### config.mk
export PLATFORM = sky130hd
export DESIGN_NAME = dice_roller
export DESIGN_NICKNAME = d
export VERILOG_FILES = /design/src/rtl/dice_roller.sv
export SDC_FILE = /design/constraint.sdc
export NUM_CORES = 1
export LEC_CHECK = 0
export CORE_ASPECT_RATIO = 0.9
export CORE_UTILIZATION = 40
export CTS_BUF_LIST = sky130_fd_sc_hd__clkbuf_8
export CTS_CLUSTER_SIZE = 12
export DETAILED_ROUTE_END_ITERATION = 8
export GPL_TIMING_DRIVEN = 0
export PLACE_DENSITY = 0.65
export SKIP_CTS_REPAIR_TIMING = 1
export SLEW_MARGIN = 20
export SYNTH_ARGS = -nofsm -noshare
export SYNTH_HDL_FRONTEND = slang
export SYNTH_SLANG_ARGS = --single-unit
### constraint.sdc
create_clock -name clk -period 4.25 [get_ports clk]
set_clock_uncertainty 0.1 [all_clocks]
set_input_delay 1.0625 -clock clk [delete_from_list [all_inputs] [get_ports clk]]
set_output_delay 1.0625 -clock clk [all_outputs]
set_load 0.01 [all_outputs]
### src/rtl/dice_roller.sv
// rtl/dice_roller.sv - key debounce, per-player die roll FSMs and round completion pulse
//
// Optional feature macro: LFSR_SCRAMBLE_EN
//   When defined, the frozen die value is offset by bits of a free-running
//   16-bit Galois LFSR. Player 1 uses lfsr[2:0] and player 2 uses lfsr[5:3].
//   When undefined, the die freezes at its rolling value and no LFSR exists.
//
// Ports (dice_roller):
//   clk         system clock
//   rst         asynchronous active-low reset
//   key1, key2  raw player buttons, active high, asynchronous to clk
//   busy        scorer busy; while high a new roll cannot start
//   start1/2    debounced key levels
//   dice1/2     die values, 0 = never rolled, else 1..6
//   rolling1/2  high while that player's die is rolling
//   round_done  one-cycle pulse once both dice are frozen

// Two-flop synchronizer followed by a stable-sample debounce counter.
// Ports: i_clk, i_rst_n, i_key (raw async key), o_level (debounced level).
module dice_roller_debounce #(
  parameter int DEBOUNCE_CYCLES = 20000,
  parameter int CNT_W           = 16
) (
  input  logic i_clk,
  input  logic i_rst_n,
  input  logic i_key,
  output logic o_level
);

  localparam logic [CNT_W-1:0] DB_LAST = CNT_W'(DEBOUNCE_CYCLES - 1);

  logic             r_sync0;
  logic             r_sync1;
  logic             r_level;
  logic [CNT_W-1:0] r_cnt;

  // The counter only runs while the synced sample disagrees with the
  // accepted level; any agreeing sample restarts the stability window.
  always_ff @(posedge i_clk or negedge i_rst_n) begin
    if (!i_rst_n) begin
      r_sync0 <= 1'b0;
      r_sync1 <= 1'b0;
      r_level <= 1'b0;
      r_cnt   <= '0;
    end else begin
      r_sync0 <= i_key;
      r_sync1 <= r_sync0;
      if (r_sync1 == r_level) begin
        r_cnt <= '0;
      end else if (r_cnt == DB_LAST) begin
        r_level <= ~r_level;
        r_cnt   <= '0;
      end else begin
        r_cnt <= r_cnt + CNT_W'(1);
      end
    end
  end

  assign o_level = r_level;

endmodule

// Per-player roll FSM: IDLE -> ROLL on start rising (when not busy),
// ROLL -> READY on start falling, READY -> IDLE on i_clear.
// Ports: i_clk, i_rst_n, i_start (debounced key), i_busy, i_clear (round
// completion), i_scramble (LFSR bits, optional), o_die, o_rolling, o_ready.
module dice_roller_player #(
  parameter int ROLL_DIV = 1000,
  parameter int CNT_W    = 16
) (
  input  logic       i_clk,
  input  logic       i_rst_n,
  input  logic       i_start,
  input  logic       i_busy,
  input  logic       i_clear,
`ifdef LFSR_SCRAMBLE_EN
  input  logic [2:0] i_scramble,
`endif
  output logic [3:0] o_die,
  output logic       o_rolling,
  output logic       o_ready
);

  typedef enum logic [1:0] {
    ST_IDLE  = 2'd0,
    ST_ROLL  = 2'd1,
    ST_READY = 2'd2
  } state_t;

  localparam logic [CNT_W-1:0] DIV_LAST = CNT_W'(ROLL_DIV - 1);

  state_t           r_state;
  state_t           w_state_nxt;
  logic             r_start_d;
  logic [3:0]       r_die;
  logic [3:0]       w_die_nxt;
  logic [CNT_W-1:0] r_div;
  logic [CNT_W-1:0] w_div_nxt;
  logic             w_rise;
  logic             w_fall;
  logic [3:0]       w_frozen;

  assign w_rise = i_start & ~r_start_d;
  assign w_fall = ~i_start & r_start_d;

`ifdef LFSR_SCRAMBLE_EN
  // ((die-1 + s) mod 6) + 1 with die-1 in 0..5 and s in 0..7, so the sum
  // is at most 12 and two conditional subtractions cover the modulo.
  logic [3:0] w_sum;
  always_comb begin
    w_sum = (r_die - 4'd1) + {1'b0, i_scramble};
    if (w_sum >= 4'd12) begin
      w_frozen = w_sum - 4'd11;
    end else if (w_sum >= 4'd6) begin
      w_frozen = w_sum - 4'd5;
    end else begin
      w_frozen = w_sum + 4'd1;
    end
  end
`else
  assign w_frozen = r_die;
`endif

  always_ff @(posedge i_clk or negedge i_rst_n) begin
    if (!i_rst_n) begin
      r_state   <= ST_IDLE;
      r_start_d <= 1'b0;
      r_die     <= 4'd0;
      r_div     <= '0;
    end else begin
      r_state   <= w_state_nxt;
      r_start_d <= i_start;
      r_die     <= w_die_nxt;
      r_div     <= w_div_nxt;
    end
  end

  always_comb begin
    w_state_nxt = r_state;
    w_die_nxt   = r_die;
    w_div_nxt   = r_div;
    case (r_state)
      ST_IDLE: begin
        // A press seen while busy is simply lost; the edge is one cycle wide.
        if (w_rise && !i_busy) begin
          w_state_nxt = ST_ROLL;
          w_div_nxt   = '0;
          if (r_die == 4'd0) begin
            w_die_nxt = 4'd1;
          end
        end
      end
      ST_ROLL: begin
        // Release wins over a divider wrap in the same cycle so the value
        // the player saw is the one that freezes.
        if (w_fall) begin
          w_state_nxt = ST_READY;
          w_die_nxt   = w_frozen;
        end else if (r_div == DIV_LAST) begin
          w_div_nxt = '0;
          w_die_nxt = (r_die == 4'd6) ? 4'd1 : r_die + 4'd1;
        end else begin
          w_div_nxt = r_div + CNT_W'(1);
        end
      end
      ST_READY: begin
        if (i_clear) begin
          w_state_nxt = ST_IDLE;
        end
      end
      default: begin
        w_state_nxt = ST_IDLE;
      end
    endcase
  end

  assign o_die     = r_die;
  assign o_rolling = (r_state == ST_ROLL);
  assign o_ready   = (r_state == ST_READY);

endmodule

module dice_roller #(
  parameter int DEBOUNCE_CYCLES = 20000,
  parameter int ROLL_DIV        = 1000,
  parameter int CNT_W           = 16
) (
  input  logic       clk,
  input  logic       rst,
  input  logic       key1,
  input  logic       key2,
  input  logic       busy,
  output logic       start1,
  output logic       start2,
  output logic [3:0] dice1,
  output logic [3:0] dice2,
  output logic       rolling1,
  output logic       rolling2,
  output logic       round_done
);

  logic w_start1;
  logic w_start2;
  logic w_ready1;
  logic w_ready2;
  logic w_both;
  logic r_round_done;

  // Both FSMs leave READY on the same edge that raises round_done, so the
  // pulse drops by itself on the following cycle.
  assign w_both = w_ready1 & w_ready2;

`ifdef LFSR_SCRAMBLE_EN
  logic [15:0] r_lfsr;
  always_ff @(posedge clk or negedge rst) begin
    if (!rst) begin
      r_lfsr <= 16'hACE1;
    end else begin
      r_lfsr <= {1'b0, r_lfsr[15:1]} ^ (r_lfsr[0] ? 16'hB400 : 16'h0000);
    end
  end
`endif

  always_ff @(posedge clk or negedge rst) begin
    if (!rst) begin
      r_round_done <= 1'b0;
    end else begin
      r_round_done <= w_both;
    end
  end

  dice_roller_debounce #(
    .DEBOUNCE_CYCLES(DEBOUNCE_CYCLES),
    .CNT_W          (CNT_W)
  ) u_db1 (
    .i_clk  (clk),
    .i_rst_n(rst),
    .i_key  (key1),
    .o_level(w_start1)
  );

  dice_roller_debounce #(
    .DEBOUNCE_CYCLES(DEBOUNCE_CYCLES),
    .CNT_W          (CNT_W)
  ) u_db2 (
    .i_clk  (clk),
    .i_rst_n(rst),
    .i_key  (key2),
    .o_level(w_start2)
  );

  dice_roller_player #(
    .ROLL_DIV(ROLL_DIV),
    .CNT_W   (CNT_W)
  ) u_p1 (
    .i_clk     (clk),
    .i_rst_n   (rst),
    .i_start   (w_start1),
    .i_busy    (busy),
    .i_clear   (w_both),
`ifdef LFSR_SCRAMBLE_EN
    .i_scramble(r_lfsr[2:0]),
`endif
    .o_die     (dice1),
    .o_rolling (rolling1),
    .o_ready   (w_ready1)
  );

  dice_roller_player #(
    .ROLL_DIV(ROLL_DIV),
    .CNT_W   (CNT_W)
  ) u_p2 (
    .i_clk     (clk),
    .i_rst_n   (rst),
    .i_start   (w_start2),
    .i_busy    (busy),
    .i_clear   (w_both),
`ifdef LFSR_SCRAMBLE_EN
    .i_scramble(r_lfsr[5:3]),
`endif
    .o_die     (dice2),
    .o_rolling (rolling2),
    .o_ready   (w_ready2)
  );

  assign start1     = w_start1;
  assign start2     = w_start2;
  assign round_done = r_round_done;

endmodule

# After elaboration in Yosys (flattened, before gate mapping)
# Index checks and enable logic that the tools add are counted.
word_totals:
  register_bits: 85
  latchBits: 0
  mem_bits_rw: 0
  romBits: 0
  inputBits: 5
  memories: 0
op_classes:
  addsub: 6
  n_mul: 0
  div_mod_pow: 0
  order_cmp: 0
  eq_ne: 24
  shifts: 0
  mux: 31
  bitwise_logic: 11
  n_reduce_logical: 17
ops:
  columns: ["op", "count"]
  rows:
  - ["$mux 16", 10]
  - ["$add 16x1->16 const B", 4]
  - ["$pmux 16 s2", 2]
  - ["$mux 4", 10]
  - ["$eq 16x10->1 const B", 2]
  - ["$eq 16x15->1 const B", 2]
  - ["$ne 2x1->1 const B", 10]
  - ["$pmux 4 s2", 2]
  - ["$pmux 2 s3", 2]
  - ["$reduce_and 3->1", 4]
  - ["$mux 2", 5]
  - ["$reduce_and 5->1", 2]
  - ["$add 4x1->4 const B", 2]
  - ["$eq 4x3->1 const B", 2]
  - ["$logic_not 4->1", 2]
  - ["$not 1->1", 6]
  - ["$and 1x1->1", 5]
  - ["$eq 2x1->1 const B", 2]
  - ["$eq 2x2->1 const B", 2]
  - ["$logic_not 2->1", 2]
  - ["$ne 2x2->1 const B", 2]
  - ["$reduce_and 2->1", 2]
  - ["$reduce_bool 2->1", 2]
  - ["$eq 1x1->1", 2]
  - ["2 further kinds", 3]

# Logic depth before layout (Yosys ltp)
logic_depth:
  word_depth: 5
  depth_mapped: 7

# By module
# From an unflattened synthesis, not the netlist that was laid out.
hier_totals:
  hier_cells: 428
  area_unflattened_um2: 4345.4
by_module_without_submodules:
  columns: ["mod", "n_inst", "cells_per_inst", "area_each_um2"]
  rows:
  - ["dice_roller_player", 2, 129, 1270.0]
  - ["dice_roller_debounce", 2, 84, 887.1]
  - ["dice_roller", 1, 2, 31.3]

# Worst setup path after synthesis
# No wires, ideal clock.
synth_timing:
  path_kind: "input port to flip-flop"
  from: "input port busy"
  to: "register u_p2.r_div[13]"
  t_arrival_ns: 2.681
  required_time_ns: 4.072
  path_slack_ns: 1.390
  path_stages: 5
  path_buffers: 1
  path_cell_list: "or3b_2 a31o_2 buf_6 or4b_2 a21oi_1"
synth_between:
  elab_chain_len: 4
synth_lines:
  columns: ["element", "line", "source"]
  rows:
  - ["start: declaration", "192", "input logic busy,"]
  - ["$logic_not 1->1", "145", "if (w_rise && !i_busy) begin"]
  - ["$logic_and 1x1->1", "145", null]
  - ["$ne 2x1->1 (no source line)", null, null]
  - ["$reduce_and 3->1 (no source line)", null, null]
  - ["end signal: assignment", "134", "r_div <= w_div_nxt;"]
  - ["end: declaration", "97", "logic [CNT_W-1:0] r_div;"]
# No other way between the ends.
# A chain may end at the register's enable or synchronous reset.

# Worst setup path after layout
layout_timing:
  from: "register u_p2.r_state[1]"
  to: "output port rolling2"
layout_between:
  elab_chain_len: 1
layout_lines:
  columns: ["element", "line", "source"]
  rows:
  - ["start: declaration", "92", "state_t r_state;"]
  - ["start signal: assignment", "131", "r_state <= w_state_nxt;"]
  - ["$eq 2x1->1", "178", "assign o_rolling = (r_state == ST_ROLL);"]
  - ["end: declaration", "198", "output logic rolling2,"]
# No other way between the ends.

==> metrics.txt <==
busiest grt layer=met2; PwrDens=308 nW/um^2; Syn. warnings=0; CTS Root Buffer Type=clkbuf_8; total number of vias=~3500; Max clock buf depth=2; sequential fraction of the synthesis area=0.485; Ports=18; count of different cell masters after synthesis=53; Critical Path Start Type=register; dominant cells by area after synthesis=dfrtp_1, xnor2_1, nand3_1, nor2_1, ha_1; die area=about 11000 sq um; # DRC=0; final setup fails=0; #FFs+latches synth=between 80 and 90; synth cell count leaders=dfrtp_1, nor2_1, nand3_1; endpoint class of the critical path=output port; Seq. cell area=2130 sq um; total power=between 1.5 and 2 mW; worst skew pair latency=around 0.37 ns; # H-tree levels=3; Max transition margin=0.310; Finished Layout Cells=between 600 and 700; CTS clk-pin slew, worst paths=approximately 0.1 ns; total length of routed wires=between 9000 and 10000 microns; CP max-delay cell=clkdlybuf4s50_1; via/cell ratio=between 5 and 6; GR Util met1=0.236; number of global-route vias before repair=approximately 3400; 1st-iter DRT viols=approximately 160; hold slack final=about 0.26 ns; Nets=495; # diodes=0; largest net degree at the start of global routing=49; Rows=35; fin crit period=between 3 and 4 ns; CTS tree=done; Fin. Hold Viols=0; share of layout cells above drive strength 1=0.0742; CORE AREA=10500 sq um; critical path type=register to output port; grt ovf=0; Die Span X=~110 microns; Tot GR Track Use=0.179; Global Route met2 Usage=0.293; area leader, netlist=dfrtp_1; TritonCTS Buffers=9; global-route wire length before repair=about 16000 microns; drt first pass iters=4; max_cap viols=0; port bufs=17; CTS sink cnt=85; initial antenna violation count=0; fin crit share=0.789; drt wl/cell=roughly 15 microns; Mapped Nets=about 470; Slew @ Worst Pin=about 1 ns; post-DP HPWL=around 6400 microns; Synth Flop Type=dfrtp_1; status=complete, no violations; Placed Instances=around 600; async set or reset register ratio after synthesis=1.00; Mapped Area=~4400 sq um; fmax=0.298 GHz; met3 Track Usage GR=0.0545; worst-path fanout max=10; top cell type's share of synthesized area=0.485; multi-input logic area=between 2000 and 2500 sq um; critical path arrival=about 2.2 ns; worst path cell trace=nand2b_1, inv_1, clkbuf_1, clkdlybuf4s50_1; ANT nets after route=0; Leakage Power=~2 nW; Max Slew Vio Count=0; Setup TNS=0 ns; CP required=slightly above 3 ns; initial core utilization=0.419; RSZ-0062 raised after global routing=false; Post-synth EDFFs=0; Peak VDD IR=0.168 mV; Avg Cell Area, Syn=just under 10 sq um; Layout area overhead=13.6%; Hold Crit Class=register to register; Final GP Congestion=between 0.8 and 0.9; Cells after Synth=between 400 and 500; delay of the slowest critical-path stage=0.64 ns; most numerous cell in the Yosys netlist=dfrtp_1; fill count=995; DIE HEIGHT=between 100 and 150 microns
per-layer routing:
layer	wire, microns	up-vias
met3	305	10
met5	0	-
met1	4410	1727
met2	4290	51
li1	-	1734
met4	124	0
flip-flops by register name, summed over array words and instances (netlist names):
register,flops
u_p2.r_start_d,1
u_db2.r_cnt,16
u_db1.o_level,1
u_db1.r_sync1,1
u_p1.r_state,2
u_db2.r_sync1,1
u_db2.r_sync0,1
u_p1.r_div,16
u_p1.r_start_d,1
u_db2.o_level,1
u_db1.r_sync0,1
u_p2.o_die,4
u_db1.r_cnt,16
u_p2.r_state,2
round_done,1
u_p1.o_die,4
u_p2.r_div,16
power breakdown:
group          total [mW]  switching (mW)  internal [mW]
clock network       0.674           0.329          0.346
registers           0.820         0.00561          0.815
logic              0.0382          0.0269         0.0112
cells in the final DEF, fill, tap and decap left out, types with 3 or more instances in the layout:
| cell | count |
|---|---|
| or2_2 | 3 |
| nand3_1 | 29 |
| nor4_1 | 10 |
| clkbuf_1 | 13 |
| nor2b_1 | 5 |
| and3_1 | 7 |
| inv_6 | 3 |
| or3b_2 | 3 |
| nand3b_1 | 4 |
| o22ai_1 | 3 |
| nor4b_1 | 4 |
| and4_1 | 8 |
| o21ai_0 | 17 |
| a32oi_1 | 3 |
| or4b_2 | 3 |
| a31oi_1 | 3 |
| clkdlybuf4s50_1 | 16 |
| and2_1 | 4 |
| xnor2_1 | 17 |
| nand4_1 | 19 |
| dfrtp_1 | 85 |
| o31ai_1 | 11 |
| ha_1 | 10 |
| xor2_1 | 11 |
| o41ai_1 | 5 |
| nor2_1 | 35 |
| a21oi_1 | 24 |
| inv_1 | 20 |
| nand2b_1 | 7 |
| clkbuf_8 | 9 |
| nand2_1 | 27 |
| or4_1 | 15 |
| or3_1 | 7 |
| a211oi_1 | 3 |
| nor3_1 | 8 |
per-stage QoR:
step / util / worst slack [ns] / area [sq um]
2_1_floorplan: - / 1.39 / 4380
3_3_place_gp: 0.451 / -1.15 / 4720
3_5_place_dp: 0.452 / 0.781 / 4730
4_1_cts: 0.474 / 0.890 / 4970
5_1_grt: 0.476 / 0.782 / 4980
6_report: 0.476 / 0.898 / 4980
worst max-delay path: cells and delay by family, from the launching register on:
family | cells | cell delay, ns
buffers and inverters | 3 | 1.20
flip-flops | 1 | 0.42
AND/OR/NAND/NOR | 1 | 0.19
worst paths after layout:
path	end	cells after the start	slack, ns	startpoint
worst max-delay path	rolling2	4	0.90	u_p2.r_state[1]$_DFFE_PN0P_
worst min-delay path	u_db1.r_sync1$_DFF_PN0_	0	0.26	u_db1.r_sync0$_DFF_PN0_
worst max register to register	u_p2.r_div[10]$_DFFE_PN0P_	5	1.69	u_p2.r_div[3]$_DFFE_PN0P_
worst min register to register	u_db1.r_sync1$_DFF_PN0_	0	0.26	u_db1.r_sync0$_DFF_PN0_
max in group asynchronous	u_p1.r_div[7]$_DFFE_PN0P_	2	2.84	rst
min in group asynchronous	u_p2.r_div[13]$_DFFE_PN0P_	1	0.59	rst
layout make-up:
class,count,share of cell area
timing repair buffer,18,0.0377
inverter,20,0.0151
clock buffer,9,0.0249
clock inverter,7,0.0219
sequential,85,0.427
tap,129,0.0324
multi-input combinational,329,0.426
buffer,17,0.0151
cell families (layout without fill, tap and decap cells):
| family | Yosys count | after routing | share of synthesized area |
|---|---|---|---|
| simple gates | 201 | 201 | 0.259 |
| compound gates | 87 | 87 | 0.130 |
| flops | 85 | 85 | 0.485 |
| buf+inv | 37 | 71 | 0.0342 |
| xor+xnor | 28 | 28 | 0.0559 |
| fa+ha+maj | 10 | 10 | 0.0285 |
| mux | 3 | 3 | 0.00713 |
Power figures use the tool's default switching activity.
